--- src/rtl/pacman_input_pkg.sv ---
// Shared types and constants for the Pac-Man input conditioning stage.
package pacman_input_pkg;

  typedef enum logic [1:0] {IDLE, PULSE, GAP, WAIT_REL} coin_state_t;

  // Set-2 make codes; arrows are matched with or without the E0 prefix
  localparam logic [7:0] SC_UP    = 8'h75;
  localparam logic [7:0] SC_DOWN  = 8'h72;
  localparam logic [7:0] SC_LEFT  = 8'h6B;
  localparam logic [7:0] SC_RIGHT = 8'h74;
  localparam logic [7:0] SC_SPACE = 8'h29;
  localparam logic [7:0] SC_CTRL  = 8'h14;
  localparam logic [7:0] SC_F1    = 8'h05;
  localparam logic [7:0] SC_1     = 8'h16;
  localparam logic [7:0] SC_F2    = 8'h06;
  localparam logic [7:0] SC_2     = 8'h1E;
  localparam logic [7:0] SC_F3    = 8'h04;
  localparam logic [7:0] SC_5     = 8'h2E;
  localparam logic [7:0] SC_6     = 8'h36;
  localparam logic [7:0] SC_F4    = 8'h0C;
  localparam logic [7:0] SC_R     = 8'h2D;
  localparam logic [7:0] SC_F     = 8'h2B;
  localparam logic [7:0] SC_D     = 8'h23;
  localparam logic [7:0] SC_G     = 8'h34;
  localparam logic [7:0] SC_A     = 8'h1C;

  localparam int DIR_R = 0;
  localparam int DIR_L = 1;
  localparam int DIR_D = 2;
  localparam int DIR_U = 3;

  localparam int JB_FIRE   = 4;
  localparam int JB_START1 = 5;
  localparam int JB_START2 = 6;
  localparam int JB_COIN   = 7;
  localparam int JB_CHEAT  = 8;

  // One-hot of the highest set direction bit (up beats down beats left beats right)
  function automatic logic [3:0] onehot_hi(input logic [3:0] v);
    logic [3:0] r;
    r = 4'd0;
    if (v[DIR_U])      r[DIR_U] = 1'b1;
    else if (v[DIR_D]) r[DIR_D] = 1'b1;
    else if (v[DIR_L]) r[DIR_L] = 1'b1;
    else if (v[DIR_R]) r[DIR_R] = 1'b1;
    return r;
  endfunction

endpackage

--- src/rtl/pacman_fourway.sv ---
// 4-way stick filter: the most recent new press owns the stick until it is released.
// indir is registered here (in1); outdir is registered, so input to output is 2 cycles.
module pacman_fourway
  import pacman_input_pkg::*;
(
  input  logic       clk_sys,
  input  logic       reset_n,
  input  logic       dis,
  input  logic [3:0] indir,
  output logic [3:0] outdir
);

  logic [3:0] in1;
  logic [3:0] in2;
  logic [3:0] mask;
  logic [3:0] mask_nxt;
  logic [3:0] newpress;

  assign newpress = in1 & ~in2;

  // Losing the owning direction reopens the stick, even if a new press lands that cycle
  always_comb begin
    mask_nxt = mask;
    if (dis || ((in1 & mask) == 4'd0)) begin
      mask_nxt = 4'hF;
    end else if (newpress != 4'd0) begin
      mask_nxt = onehot_hi(newpress);
    end
  end

  always_ff @(posedge clk_sys or negedge reset_n) begin
    if (!reset_n) begin
      in1    <= 4'd0;
      in2    <= 4'd0;
      mask   <= 4'hF;
      outdir <= 4'd0;
    end else begin
      in1    <= indir;
      in2    <= in1;
      mask   <= mask_nxt;
      outdir <= in1 & mask_nxt;
    end
  end

endmodule

--- src/rtl/pacman_input_ctrl.sv ---
// Merges PS/2 keys and two joysticks into per-player Pac-Man controls with 4-way filtering and a timed coin pulse.
// Optional autofire (adds input af_en) is built when PACMAN_INPUT_AUTOFIRE_EN is defined.
module pacman_input_ctrl
  import pacman_input_pkg::*;
#(
  parameter logic [15:0] COIN_PULSE = 16'd60000,
  parameter logic [16:0] COIN_GAP   = 17'd120000,
  parameter logic [19:0] AF_PERIOD  = 20'd400000
) (
  input  logic        clk_sys,
  input  logic        reset_n,
  input  logic [10:0] ps2_key,
  input  logic [15:0] joy1,
  input  logic [15:0] joy2,
  input  logic        share_players,
  input  logic        fourway_dis,
`ifdef PACMAN_INPUT_AUTOFIRE_EN
  input  logic        af_en,
`endif
  output logic [3:0]  p1_dir,
  output logic [3:0]  p2_dir,
  output logic        fire1,
  output logic        fire2,
  output logic        start1,
  output logic        start2,
  output logic        cheat,
  output logic        coin,
  output logic [7:0]  coin_count
);

  localparam logic [16:0] PULSE_LD = {1'b0, COIN_PULSE} - 17'd1;
  localparam logic [16:0] GAP_LD   = COIN_GAP - 17'd1;

  logic       ps2_stb_d;
  logic       ps2_evt;
  logic       pressed;
  logic       ext;
  logic [7:0] sc;
  logic [3:0] key_p1;
  logic [3:0] key_p2;
  logic       key_fire1;
  logic       key_fire2;
  logic       key_start1;
  logic       key_start2;
  logic       key_coin;
  logic       key_cheat;

  assign pressed = ps2_key[9];
  assign ext     = ps2_key[8];
  assign sc      = ps2_key[7:0];
  assign ps2_evt = ps2_stb_d != ps2_key[10];

  always_ff @(posedge clk_sys or negedge reset_n) begin
    if (!reset_n) begin
      ps2_stb_d  <= 1'b0;
      key_p1     <= 4'd0;
      key_p2     <= 4'd0;
      key_fire1  <= 1'b0;
      key_fire2  <= 1'b0;
      key_start1 <= 1'b0;
      key_start2 <= 1'b0;
      key_coin   <= 1'b0;
      key_cheat  <= 1'b0;
    end else begin
      ps2_stb_d <= ps2_key[10];
      if (ps2_evt) begin
        case (sc)
          SC_UP:    key_p1[DIR_U] <= pressed;
          SC_DOWN:  key_p1[DIR_D] <= pressed;
          SC_LEFT:  key_p1[DIR_L] <= pressed;
          SC_RIGHT: key_p1[DIR_R] <= pressed;
          default:  ;
        endcase
        if (!ext) begin
          case (sc)
            SC_SPACE, SC_CTRL: key_fire1  <= pressed;
            SC_F1, SC_1:       key_start1 <= pressed;
            SC_F2, SC_2:       key_start2 <= pressed;
            SC_F3, SC_5, SC_6: key_coin   <= pressed;
            SC_F4:             key_cheat  <= pressed;
            SC_R:              key_p2[DIR_U] <= pressed;
            SC_F:              key_p2[DIR_D] <= pressed;
            SC_D:              key_p2[DIR_L] <= pressed;
            SC_G:              key_p2[DIR_R] <= pressed;
            SC_A:              key_fire2  <= pressed;
            default:           ;
          endcase
        end
      end
    end
  end

  logic [4:0] ja;
  logic [4:0] jb;
  logic [3:0] raw_p1;
  logic [3:0] raw_p2;

  assign ja     = share_players ? (joy1[4:0] | joy2[4:0]) : joy1[4:0];
  assign jb     = share_players ? (joy1[4:0] | joy2[4:0]) : joy2[4:0];
  assign raw_p1 = key_p1 | ja[3:0];
  assign raw_p2 = key_p2 | jb[3:0];

  pacman_fourway u_fourway_p1 (
    .clk_sys (clk_sys),
    .reset_n (reset_n),
    .dis     (fourway_dis),
    .indir   (raw_p1),
    .outdir  (p1_dir)
  );

  pacman_fourway u_fourway_p2 (
    .clk_sys (clk_sys),
    .reset_n (reset_n),
    .dis     (fourway_dis),
    .indir   (raw_p2),
    .outdir  (p2_dir)
  );

  logic [1:0] fire_in1;
  logic       start1_in1;
  logic       start2_in1;
  logic       cheat_in1;
  logic       coin_req;

  always_ff @(posedge clk_sys or negedge reset_n) begin
    if (!reset_n) begin
      fire_in1   <= 2'd0;
      start1_in1 <= 1'b0;
      start2_in1 <= 1'b0;
      cheat_in1  <= 1'b0;
      coin_req   <= 1'b0;
      start1     <= 1'b0;
      start2     <= 1'b0;
      cheat      <= 1'b0;
    end else begin
      fire_in1   <= {key_fire2 | jb[JB_FIRE], key_fire1 | ja[JB_FIRE]};
      start1_in1 <= key_start1 | joy1[JB_START1] | joy2[JB_START1];
      start2_in1 <= key_start2 | joy1[JB_START2] | joy2[JB_START2];
      cheat_in1  <= key_cheat | joy1[JB_CHEAT] | joy2[JB_CHEAT];
      coin_req   <= key_coin | joy1[JB_COIN] | joy2[JB_COIN];
      start1     <= start1_in1;
      start2     <= start2_in1;
      cheat      <= cheat_in1;
    end
  end

  logic [1:0] fire_q;

`ifdef PACMAN_INPUT_AUTOFIRE_EN
  logic [1:0][19:0] af_cnt;
  logic [1:0]       af_phase;

  // Phase 0 drives fire high, so a fresh press fires immediately
  always_ff @(posedge clk_sys or negedge reset_n) begin
    if (!reset_n) begin
      af_cnt   <= '0;
      af_phase <= 2'd0;
      fire_q   <= 2'd0;
    end else begin
      for (int i = 0; i < 2; i++) begin
        if (!fire_in1[i] || !af_en) begin
          af_cnt[i]   <= 20'd0;
          af_phase[i] <= 1'b0;
        end else if (af_cnt[i] == AF_PERIOD - 20'd1) begin
          af_cnt[i]   <= 20'd0;
          af_phase[i] <= ~af_phase[i];
        end else begin
          af_cnt[i]   <= af_cnt[i] + 20'd1;
        end
        fire_q[i] <= fire_in1[i] & ~(af_en & af_phase[i]);
      end
    end
  end

  logic unused_bits;
  assign unused_bits = ^{joy1[15:9], joy2[15:9]};
`else
  always_ff @(posedge clk_sys or negedge reset_n) begin
    if (!reset_n) begin
      fire_q <= 2'd0;
    end else begin
      fire_q <= fire_in1;
    end
  end

  logic unused_bits;
  assign unused_bits = ^{joy1[15:9], joy2[15:9], AF_PERIOD};
`endif

  assign fire1 = fire_q[0];
  assign fire2 = fire_q[1];

  coin_state_t state;
  coin_state_t state_nxt;
  logic [16:0] cnt;
  logic [16:0] cnt_nxt;
  logic [7:0]  count_nxt;
  logic        coin_req_d;

  always_comb begin
    state_nxt = state;
    cnt_nxt   = cnt;
    count_nxt = coin_count;
    case (state)
      IDLE: begin
        if (coin_req && !coin_req_d) begin
          state_nxt = PULSE;
          cnt_nxt   = PULSE_LD;
          if (coin_count != 8'hFF) count_nxt = coin_count + 8'd1;
        end
      end
      PULSE: begin
        if (cnt == 17'd0) begin
          if (COIN_GAP == 17'd0) begin
            state_nxt = WAIT_REL;
          end else begin
            state_nxt = GAP;
            cnt_nxt   = GAP_LD;
          end
        end else begin
          cnt_nxt = cnt - 17'd1;
        end
      end
      GAP: begin
        if (cnt == 17'd0) state_nxt = WAIT_REL;
        else              cnt_nxt   = cnt - 17'd1;
      end
      WAIT_REL: begin
        if (!coin_req) state_nxt = IDLE;
      end
      default: state_nxt = IDLE;
    endcase
  end

  always_ff @(posedge clk_sys or negedge reset_n) begin
    if (!reset_n) begin
      state      <= IDLE;
      cnt        <= 17'd0;
      coin_req_d <= 1'b0;
      coin_count <= 8'd0;
      coin       <= 1'b0;
    end else begin
      state      <= state_nxt;
      cnt        <= cnt_nxt;
      coin_req_d <= coin_req;
      coin_count <= count_nxt;
      coin       <= (state_nxt == PULSE);
    end
  end

endmodule

--- config.mk ---
export PLATFORM = sky130hd
export DESIGN_NAME = pacman_input_ctrl
export DESIGN_NICKNAME = d
export VERILOG_FILES = /design/src/rtl/pacman_input_pkg.sv /design/src/rtl/pacman_fourway.sv /design/src/rtl/pacman_input_ctrl.sv
export SDC_FILE = /design/constraint.sdc
export NUM_CORES = 1
export LEC_CHECK = 0
export ABC_AREA = 1
export BUFFER_PORTS_ARGS = -buffer_cell sky130_fd_sc_hd__buf_2
export CAP_MARGIN = 5
export CELL_PAD_IN_SITES_DETAIL_PLACEMENT = 1
export CELL_PAD_IN_SITES_GLOBAL_PLACEMENT = 1
export CORE_UTILIZATION = 45
export CTS_BUF_LIST = sky130_fd_sc_hd__clkbuf_8 sky130_fd_sc_hd__clkbuf_16
export CTS_CLUSTER_DIAMETER = 60
export DETAILED_ROUTE_END_ITERATION = 6
export GPL_ROUTABILITY_DRIVEN = 1
export PLACE_DENSITY_LB_ADDON = 0.1
export SYNTH_ARGS = -nofsm -noshare
export SYNTH_HDL_FRONTEND = slang
export SYNTH_SLANG_ARGS = --single-unit
--- constraint.sdc ---
create_clock -name clk_sys -period 3.75 [get_ports clk_sys]
set_input_delay 0.1875 -clock clk_sys [delete_from_list [all_inputs] [get_ports clk_sys]]
set_output_delay 0.1875 -clock clk_sys [all_outputs]
set_load 0.01 [all_outputs]
== Yosys cells after proc, flatten, opt, wreduce, memory -nomap -nowiden ==
Index checks and enable logic that the tools add are counted.
Cells by class
  $add $sub $neg: 2
  equality and inequality tests: 27
  muxes and demuxes: 29
  bitwise gates (word level): 22
  reduce and logical (&&, ||, !) cells: 31
Operator list (number)
  $eq 8x6->1 const B: 7
  $mux 17: 3
  $pmux 17 s3: 1
  $reduce_and 3->1: 12
  $eq 8x5->1 const B: 4
  $eq 8x7->1 const B: 4
  $and 4x4->4: 6
  $eq 8x3->1 const B: 3
  $logic_not 17->1: 1
  $sub 17x1->17 const B: 1
  $mux 4: 4
  $mux 2: 6
  $mux 1: 10
  $mux 5: 2
  $or 1x1->1: 10
  $add 8x1->8 const B: 1
  $eq 8x4->1 const B: 1
  $logic_not 4->1: 2
  $ne 8x8->1 const B: 1
  $not 4->4: 2
  $or 4x4->4: 2
  $pmux 2 s4: 1
  $reduce_and 2->1: 4
  $reduce_bool 4->1: 2
  other kinds (14): 21
Word-level totals
  register bits: 87
  bits of input ports: 47

== Logic depth before layout (Yosys ltp) ==
Gate-level depths: netlist of the first run.
  word-level depth: 9
  mapped depth: 13
  depth with buffers taken out: 13

== Hierarchy ==
From an unflattened synthesis of the first run, not the netlist that was laid out.
Unflattened totals
  cells, all modules: 524
  area total of the unflattened synthesis: 4300.4 µm²
Modules (own cells, without submodules)
  pacman_input_ctrl: times used 1, cells an instance 394, area an instance 3076.7 µm², seq. area each 1376.3 µm²
  pacman_fourway: times used 2, cells an instance 65, area an instance 611.8 µm², seq. area each 405.4 µm²

== Least setup slack after synthesis of the first run ==
No wires, ideal clock.
  kind: register -> register
  from: reg cnt[0]
  to: reg cnt[2]
  setup time: 0.131 ns
  arrival: 1.464 ns
  setup slack: 2.155 ns
  cell stages (with the launch flop): 13
  buffers on the path: 1
  cell sequence: dfrtp_1 inv_1 ha_1 inv_1 nor2_1 nand2_1 nor2_1 nand3_2 nand2_4 inv_2 buf_6 nor2_1 a21oi_1
On the way
  longest elaborated chain between the ends: 3
RTL lines
  start, declared: line pacman_input_ctrl.sv:195  | logic [16:0] cnt;
  start signal, assigned: line pacman_input_ctrl.sv:244  | cnt <= cnt_nxt;
  $sub 17x1->17 or $logic_not 17->1 (tied branches)
  $mux 17, or another cell as far along: line pacman_input_ctrl.sv:225  | if (cnt == 17'd0) state_nxt = WAIT_REL;
  $pmux 17 s3 or $reduce_and 3->1 (tied branches)
Several ways; a longest one is shown, not always the timed one. The select of a mux whose other input is x is not followed.
A chain may end at the register's enable or synchronous reset.

== Worst setup path in the final report of the first run ==
  from: reg state[0]
  to: reg coin
On the way
  longest elaborated chain between the ends: 3
RTL lines
  start, declared: line pacman_input_ctrl.sv:193  | coin_state_t state;
  start signal, assigned: line pacman_input_ctrl.sv:243  | state <= state_nxt;
  $eq 2x2->1, or another cell as far along: line pacman_input_ctrl.sv:204  | case (state)
  $pmux 2 s4 (*): line pacman_input_ctrl.sv:204
  named net state_nxt[1]: line pacman_input_ctrl.sv:194  | coin_state_t state_nxt;
  $eq 2x1->1 (*): line pacman_input_ctrl.sv:247  | coin <= (state_nxt == PULSE);
  end signal, assigned: line pacman_input_ctrl.sv:247
  end, declared: line pacman_input_ctrl.sv:27  | output logic coin,
The timed path passes the listed nets; every way through them passes the cells marked *.

==> results of run 1 <==
-- worst min-delay path by stage --
stage	startpoint	to	slack, ns	cells past startpoint
2_1_floorplan	reset_n	cheat	-0.11	0
3_3_place_gp	reset_n	cnt[10]	0.32	1
3_5_place_dp	reset_n	cnt[10]	0.32	1
4_1_cts	joy2[6]	start2_in1	0.002	2
5_1_grt	joy2[6]	start2_in1	0.0003	2
6_report	joy2[6]	start2_in1	0.01	2
-- where the power goes --
group          leakage (nW)  internal, mW  total, mW  switching [mW]
logic                  1.28         0.239      0.687           0.448
clock network         0.108         0.383      0.750           0.367
registers              1.02          1.07       1.18           0.110
total                  2.40          1.70       2.62           0.925
-- cell type report --
type	count	area [sq um]	area share
Clock buffer	9	123.9	0.02586
Timing Repair Buffer	57	300.3	0.06270
Clock inverter	7	103.9	0.02168
Inverter	62	232.7	0.04859
Tap cell	108	135.1	0.02821
Sequential cell	87	2187	0.4566
Multi-Input combinational cell	343	1707	0.3563
-- repair_timing --
action | CTS | global route
setup endpoints to repair | 0 | 0
hold endpoints to repair | 61 | 0
hold buffers | 2 | 0
setup buffers | 0 | 0
-- worst max-delay path: cells and delay by family, from the launching register on --
family                     cells  cell delay, ns
and+or+nand+nor                2            0.34
adders and majority gates      1            0.26
AOI/OAI and AO/OA              3            0.34
buffers and inverters          3            0.38
DFF                            1            0.44
-- state kept, by name (all words and copies together) (netlist names), 2 cells and up --
name                 cells
fire_q                   2
u_fourway_p1.in1         4
state                    2
u_fourway_p2.outdir      4
coin_count               8
u_fourway_p1.mask        4
fire_in1                 2
key_p2                   4
u_fourway_p2.mask        4
u_fourway_p1.outdir      4
u_fourway_p2.in1         4
u_fourway_p1.in2         4
cnt                     17
key_p1                   4
u_fourway_p2.in2         4
-- metal layers --
layer,vias to the layer above,routed length [microns]
met5,-,0
met4,0,97
met3,10,321
met2,48,4816
met1,1723,4595
li1,1715,-
-- cells in the mapped netlist, types with 2 or more instances --
library cell | number | share of area
dfrtp_1 | 79 | 0.48
nand3b_1 | 3 | 0.0054
nor2_2 | 7 | 0.011
o21ai_0 | 22 | 0.027
o21ai_1 | 8 | 0.0097
dfstp_2 | 8 | 0.051
xor2_1 | 4 | 0.0085
or2_2 | 3 | 0.0045
or3_1 | 5 | 0.0075
nor3_2 | 2 | 0.0048
nor3_1 | 7 | 0.0085
nand4_1 | 5 | 0.0075
a21boi_0 | 3 | 0.0054
xnor2_1 | 5 | 0.011
a21oi_1 | 28 | 0.034
a211o_1 | 7 | 0.015
clkbuf_1 | 2 | 0.0018
inv_2 | 3 | 0.0027
inv_1 | 59 | 0.053
nand2_1 | 114 | 0.10
ha_1 | 9 | 0.027
nand3_1 | 27 | 0.033
nor2_1 | 71 | 0.064
-- per-stage QoR --
step                total power [mW]  std cells
floorplan                      1.649        495
global placement               1.837        655
detailed placement             1.881        655
CTS                            2.643        673
global route                   2.791        673
finish                         2.620        673
-- kinds of logic after synthesis --
logic type | Yosys count | share of synthesized area
DFF | 87 | 0.5276
and+or+nand+nor | 250 | 0.2608
buffers and inverters | 65 | 0.06067
xor gates and xnor gates | 9 | 0.01901
AOI/OAI and AO/OA | 75 | 0.1047
adders and majority gates | 9 | 0.02717
==> results.sh, run 1 <==
export IMPL_nets=616
export IMPL_worst_pin_slew_ns=0.7898
export IMPL_drv_slew=0
export IMPL_root_buffer="clkbuf_8"
export IMPL_critical_path_arrival_ns=2.12
export IMPL_async_flop_share=1.000
export IMPL_die_area_sq_um=9599
export IMPL_viasPerCell=5.195
export IMPL_r2r_start="state[0]"
export IMPL_grt_pass1_wl_microns=16880
export IMPL_yosysSeqAreaShare=0.5276
export IMPL_cts_resized=0
export IMPL_ys_flop_type="dfrtp_1"
export IMPL_ys_seq_elements=87
export IMPL_path_max_fanout=7
export IMPL_status="finished, violations left"
export IMPL_cp_required_ns=4.00
export IMPL_clock_latency_ns=0.37
export IMPL_cts_made_buffers=9
export IMPL_drt_iter0_markers=79
export IMPL_violations="DRC"
export IMPL_top_usage_layer="met2"
export IMPL_worstSetupStartpoint="state[0]"
export IMPL_drt_pass1_iterations=7
export IMPL_grt_use_total=0.2235
export IMPL_post_route_cells_drive_above_1_share=0.1770
export IMPL_num_rows=34
export IMPL_max_freq_ghz=0.5354
export IMPL_antenna_found_initial=0
export IMPL_yosys_warnings=0
export IMPL_cp_cell_sequence="inv_1 -> ha_1 -> inv_1 -> nand2_1 -> inv_1 -> nand3_1 -> o21ai_0 -> a21oi_1 -> a21oi_1"
export IMPL_cts_reportedPaths_clkPinSlew_ns=0.10
export IMPL_cpMaxStageDelayCell="dfrtp_1"
export IMPL_tns_ns=0
export IMPL_postSynthAreaPerCell_sq_um=8.374
export IMPL_path_class="reg -> reg"
export IMPL_period_needed_ns=1.868
export IMPL_grt_use_met2=0.3835
export IMPL_area_growth_pct=15.54
export IMPL_relSlewSlack=0.4735
export IMPL_p_leak_nw=2.402
export IMPL_netlist_area_sq_um=4145
export IMPL_die_w_microns=97.98
export IMPL_power_density_nw_per_um2=547.0
export IMPL_grt_pass1_vias=3633
export IMPL_syn_num_nets=551
export IMPL_drtAntennaViolNets=0
export IMPL_fin_util=0.5439
export IMPL_syn_inst=495
export IMPL_crit_path_end_kind="flop"
export IMPL_cts_tree="built"
export IMPL_finalHoldViolCount=0
export IMPL_timing_hold_ws_ns=0.01262
export IMPL_yosysUniqueCellTypes=37
export IMPL_hold_path_class="in -> reg"
export IMPL_cp_endpoint="coin"
export IMPL_hpwlAfterDp_microns=7292
export IMPL_cp_common_cell="inv_1"
export IMPL_fp_dieH_microns=97.98
export IMPL_nFillCells=1105
export IMPL_synth_edf_count=0
export IMPL_place_port_buffers=54
export IMPL_timing_rr_end="coin"
export IMPL_num_antenna_cells=0
export IMPL_cpPeakStageDelay_ns=0.44
export IMPL_gp_congestion=0.8631
export IMPL_overflow=0
export IMPL_fin_area_sq_um=4790
export IMPL_setup_viol=0
export IMPL_clockBufferDepth=2
export IMPL_placed_area_sq_um=4542
export IMPL_use_met3=0.04438
export IMPL_final_common_cell="nand2_1"
export IMPL_wl_microns=9830
export IMPL_cp_start_kind="flop"
export IMPL_initial_core_util=0.4707
export IMPL_setup_slack_ns=1.882
export IMPL_rsz0062_at_grt="false"
export IMPL_wl_per_cell_microns=14.61
export IMPL_core_area_sq_um=8806
export IMPL_drc_errors=1
export IMPL_cts_htree_levels=3
export IMPL_fin_crit_sh=0.4981
export IMPL_peakVddDrop_mv=0.2673
export IMPL_io_pin_count=69
export IMPL_cap_violations=0
export IMPL_reg2regPathDepth=9
export IMPL_cts_sinks=87
export IMPL_dp_slack_ns=1.890
export IMPL_grt_max_degree=62
export IMPL_grt_use_met1=0.2873
export IMPL_final_cell_mix="nand2_1, dfrtp_1, nor2_1"
export IMPL_routed_via_count=3496
export IMPL_r2r_setup_slack_ns=1.88
export IMPL_clock_skew_ns=0.01300
Note: power is estimated with default switching activity, not from simulation.
==> inputs of run 2 (changes only) <==
- CORE_UTILIZATION: 45 -> 38
- clock period: 3.75 -> 1.6 ns (I/O delays scaled with it)
==> run 2 against run 1 <==
- the run ends with setup timing left
- clock skew fell by 0.0030 ns
- utilization fell by 0.89 points
- design area rose by 17%
- hold slack improved by 0.033 ns
- non-clock buffer count rose by 68
- sequential share of layout area fell by 6.6 points
- largest cell class unchanged
- largest power group unchanged
- highest routed layer unchanged
==> results.sh, run 2 (synthesized netlist as in run 1, its figures left out) <==
export IMPL_post_route_cells_drive_above_1_share=0.2844
export IMPL_finalHoldViolCount=0
export IMPL_rsz0062_at_grt="true"
export IMPL_cap_violations=0
export IMPL_initial_core_util=0.3962
export IMPL_violations="setup timing"
export IMPL_core_area_sq_um=10460
export IMPL_nets=684
export IMPL_final_cell_mix="nand2_1, dfrtp_1, nor2_1"
export IMPL_reg2regPathDepth=10
export IMPL_setup_viol=15
export IMPL_cp_start_kind="flop"
export IMPL_max_freq_ghz=0.5858
export IMPL_clock_latency_ns=0.37
export IMPL_io_pin_count=69
export IMPL_power_total_mw=6.939
export IMPL_placed_area_sq_um=4867
export IMPL_hpwlAfterDp_microns=7846
export IMPL_tns_ns=-0.4123
export IMPL_clock_skew_ns=0.01001
export IMPL_clockBufferDepth=2
export IMPL_path_max_fanout=7
export IMPL_routed_via_count=3769
export IMPL_critical_path_arrival_ns=1.99
export IMPL_r2r_setup_slack_ns=-0.11
export IMPL_place_port_buffers=54
export IMPL_cts_sinks=87
export IMPL_whs_path_depth=4
export IMPL_r2r_start="cnt[0]"
export IMPL_relSlewSlack=0.6429
export IMPL_path_class="reg -> reg"
export IMPL_cp_required_ns=1.88
export IMPL_cts_tree="built"
export IMPL_antenna_found_initial=0
export IMPL_fin_crit_sh=1.067
export IMPL_timing_hold_ws_ns=0.04564
export IMPL_fin_area_sq_um=5598
export IMPL_fin_cells=769
export IMPL_post_place_cells=720
export IMPL_cts_htree_levels=3
export IMPL_setup_slack_ns=-0.1071
export IMPL_gp_congestion=0.7651
export IMPL_wl_microns=11610
export IMPL_root_buffer="clkbuf_8"
export IMPL_p_leak_nw=2.721
export IMPL_worst_pin_slew_ns=0.5356
export IMPL_drc_errors=0
export IMPL_hold_path_class="in -> reg"
export IMPL_num_rows=37
export IMPL_crit_path_end_kind="flop"
export IMPL_drt_iter0_markers=104
export IMPL_cts_made_buffers=9
export IMPL_num_antenna_cells=0
export IMPL_largest_register_ffs=17
export IMPL_die_w_microns=106.4
export IMPL_area_growth_pct=35.04
export IMPL_power_density_nw_per_um2=1240
export IMPL_drt_pass1_iterations=4
export IMPL_die_area_sq_um=11330
export IMPL_overflow=0
export IMPL_period_needed_ns=1.707
export IMPL_viasPerCell=4.901
export IMPL_timing_rr_end="cnt[0]"
export IMPL_fin_util=0.5350
export IMPL_status="finished, violations left"
export IMPL_grt_max_degree=42
export IMPL_peakVddDrop_mv=0.5582
export IMPL_regMostFlops="cnt"
export IMPL_drtAntennaViolNets=0
export IMPL_grt_pass1_vias=3906
export IMPL_largest_registers="cnt: 17 flops, coin_count: 8 flops"
export IMPL_fp_dieH_microns=106.4
export IMPL_wl_per_cell_microns=15.09
export IMPL_drv_slew=0
export IMPL_final_common_cell="nand2_1"
export IMPL_cts_reportedPaths_clkPinSlew_ns=0.10
export IMPL_hp_start="ps2_key[3]"
export IMPL_dp_slack_ns=-0.08055
export IMPL_grt_pass1_wl_microns=18530
export IMPL_min_to="key_p1[2]"
export IMPL_grt_use_total=0.2117
==> run 2: layer usage <==
metal  share of wire  GRT usage  up-vias
li1                -          -     1859
met5               0          0        -
met4           0.017    0.06849        0
met2            0.51     0.3664       59
met3           0.026    0.04844       19
met1            0.45     0.2604     1832
==> run 2: how the worst max path moves through the flow <==
stage,from,endpoint,slack [ns],cells after the start
finish,cnt[0],cnt[0],-0.11,10
global route,cnt[0],cnt[0],-0.19,10
CTS,cnt[1],cnt[8],-0.04,12
detailed placement,cnt[0],cnt[1],-0.08,10
global placement,cnt[0],cnt[10],-0.01,11
floorplan,cnt[0],cnt[2],0.005,12
==> run 2: what timing repair did <==
action                                  CTS  global route
resized for setup                        22            34
endpoints found under the setup margin   18            23
endpoints found under the hold margin    46             0
hold buffers                             26             0
setup buffers                             3             4
pin swaps                                 7            11
==> run 2: final cells by class <==
class | instances | area [sq um]
fillers | 1293 | 4865
flip-flops and latches | 87 | 2188
repair buffers | 125 | 898.4
inverters | 62 | 240.2
clock buffers | 9 | 123.9
multi-input cells | 343 | 1874
clock inverters | 7 | 102.6
well taps | 136 | 170.2
==> run 2: where the power goes <==
part | internal (mW) | total, mW | switching, mW
Clock | 0.902 | 1.80 | 0.895
Sequential | 2.51 | 2.74 | 0.229
Combinational | 1.03 | 2.40 | 1.36
Total | 4.45 | 6.94 | 2.49
==> run 2: critical path, cell delays in order (launching register included) <==
cell     delay (ns)
dfrtp_1        0.41
inv_2          0.09
ha_4           0.13
inv_2          0.04
nor2_4         0.13
nand2_2        0.09
nor2_4         0.15
nand3_2        0.15
inv_1          0.14
nor2_4         0.08
a21oi_1        0.19
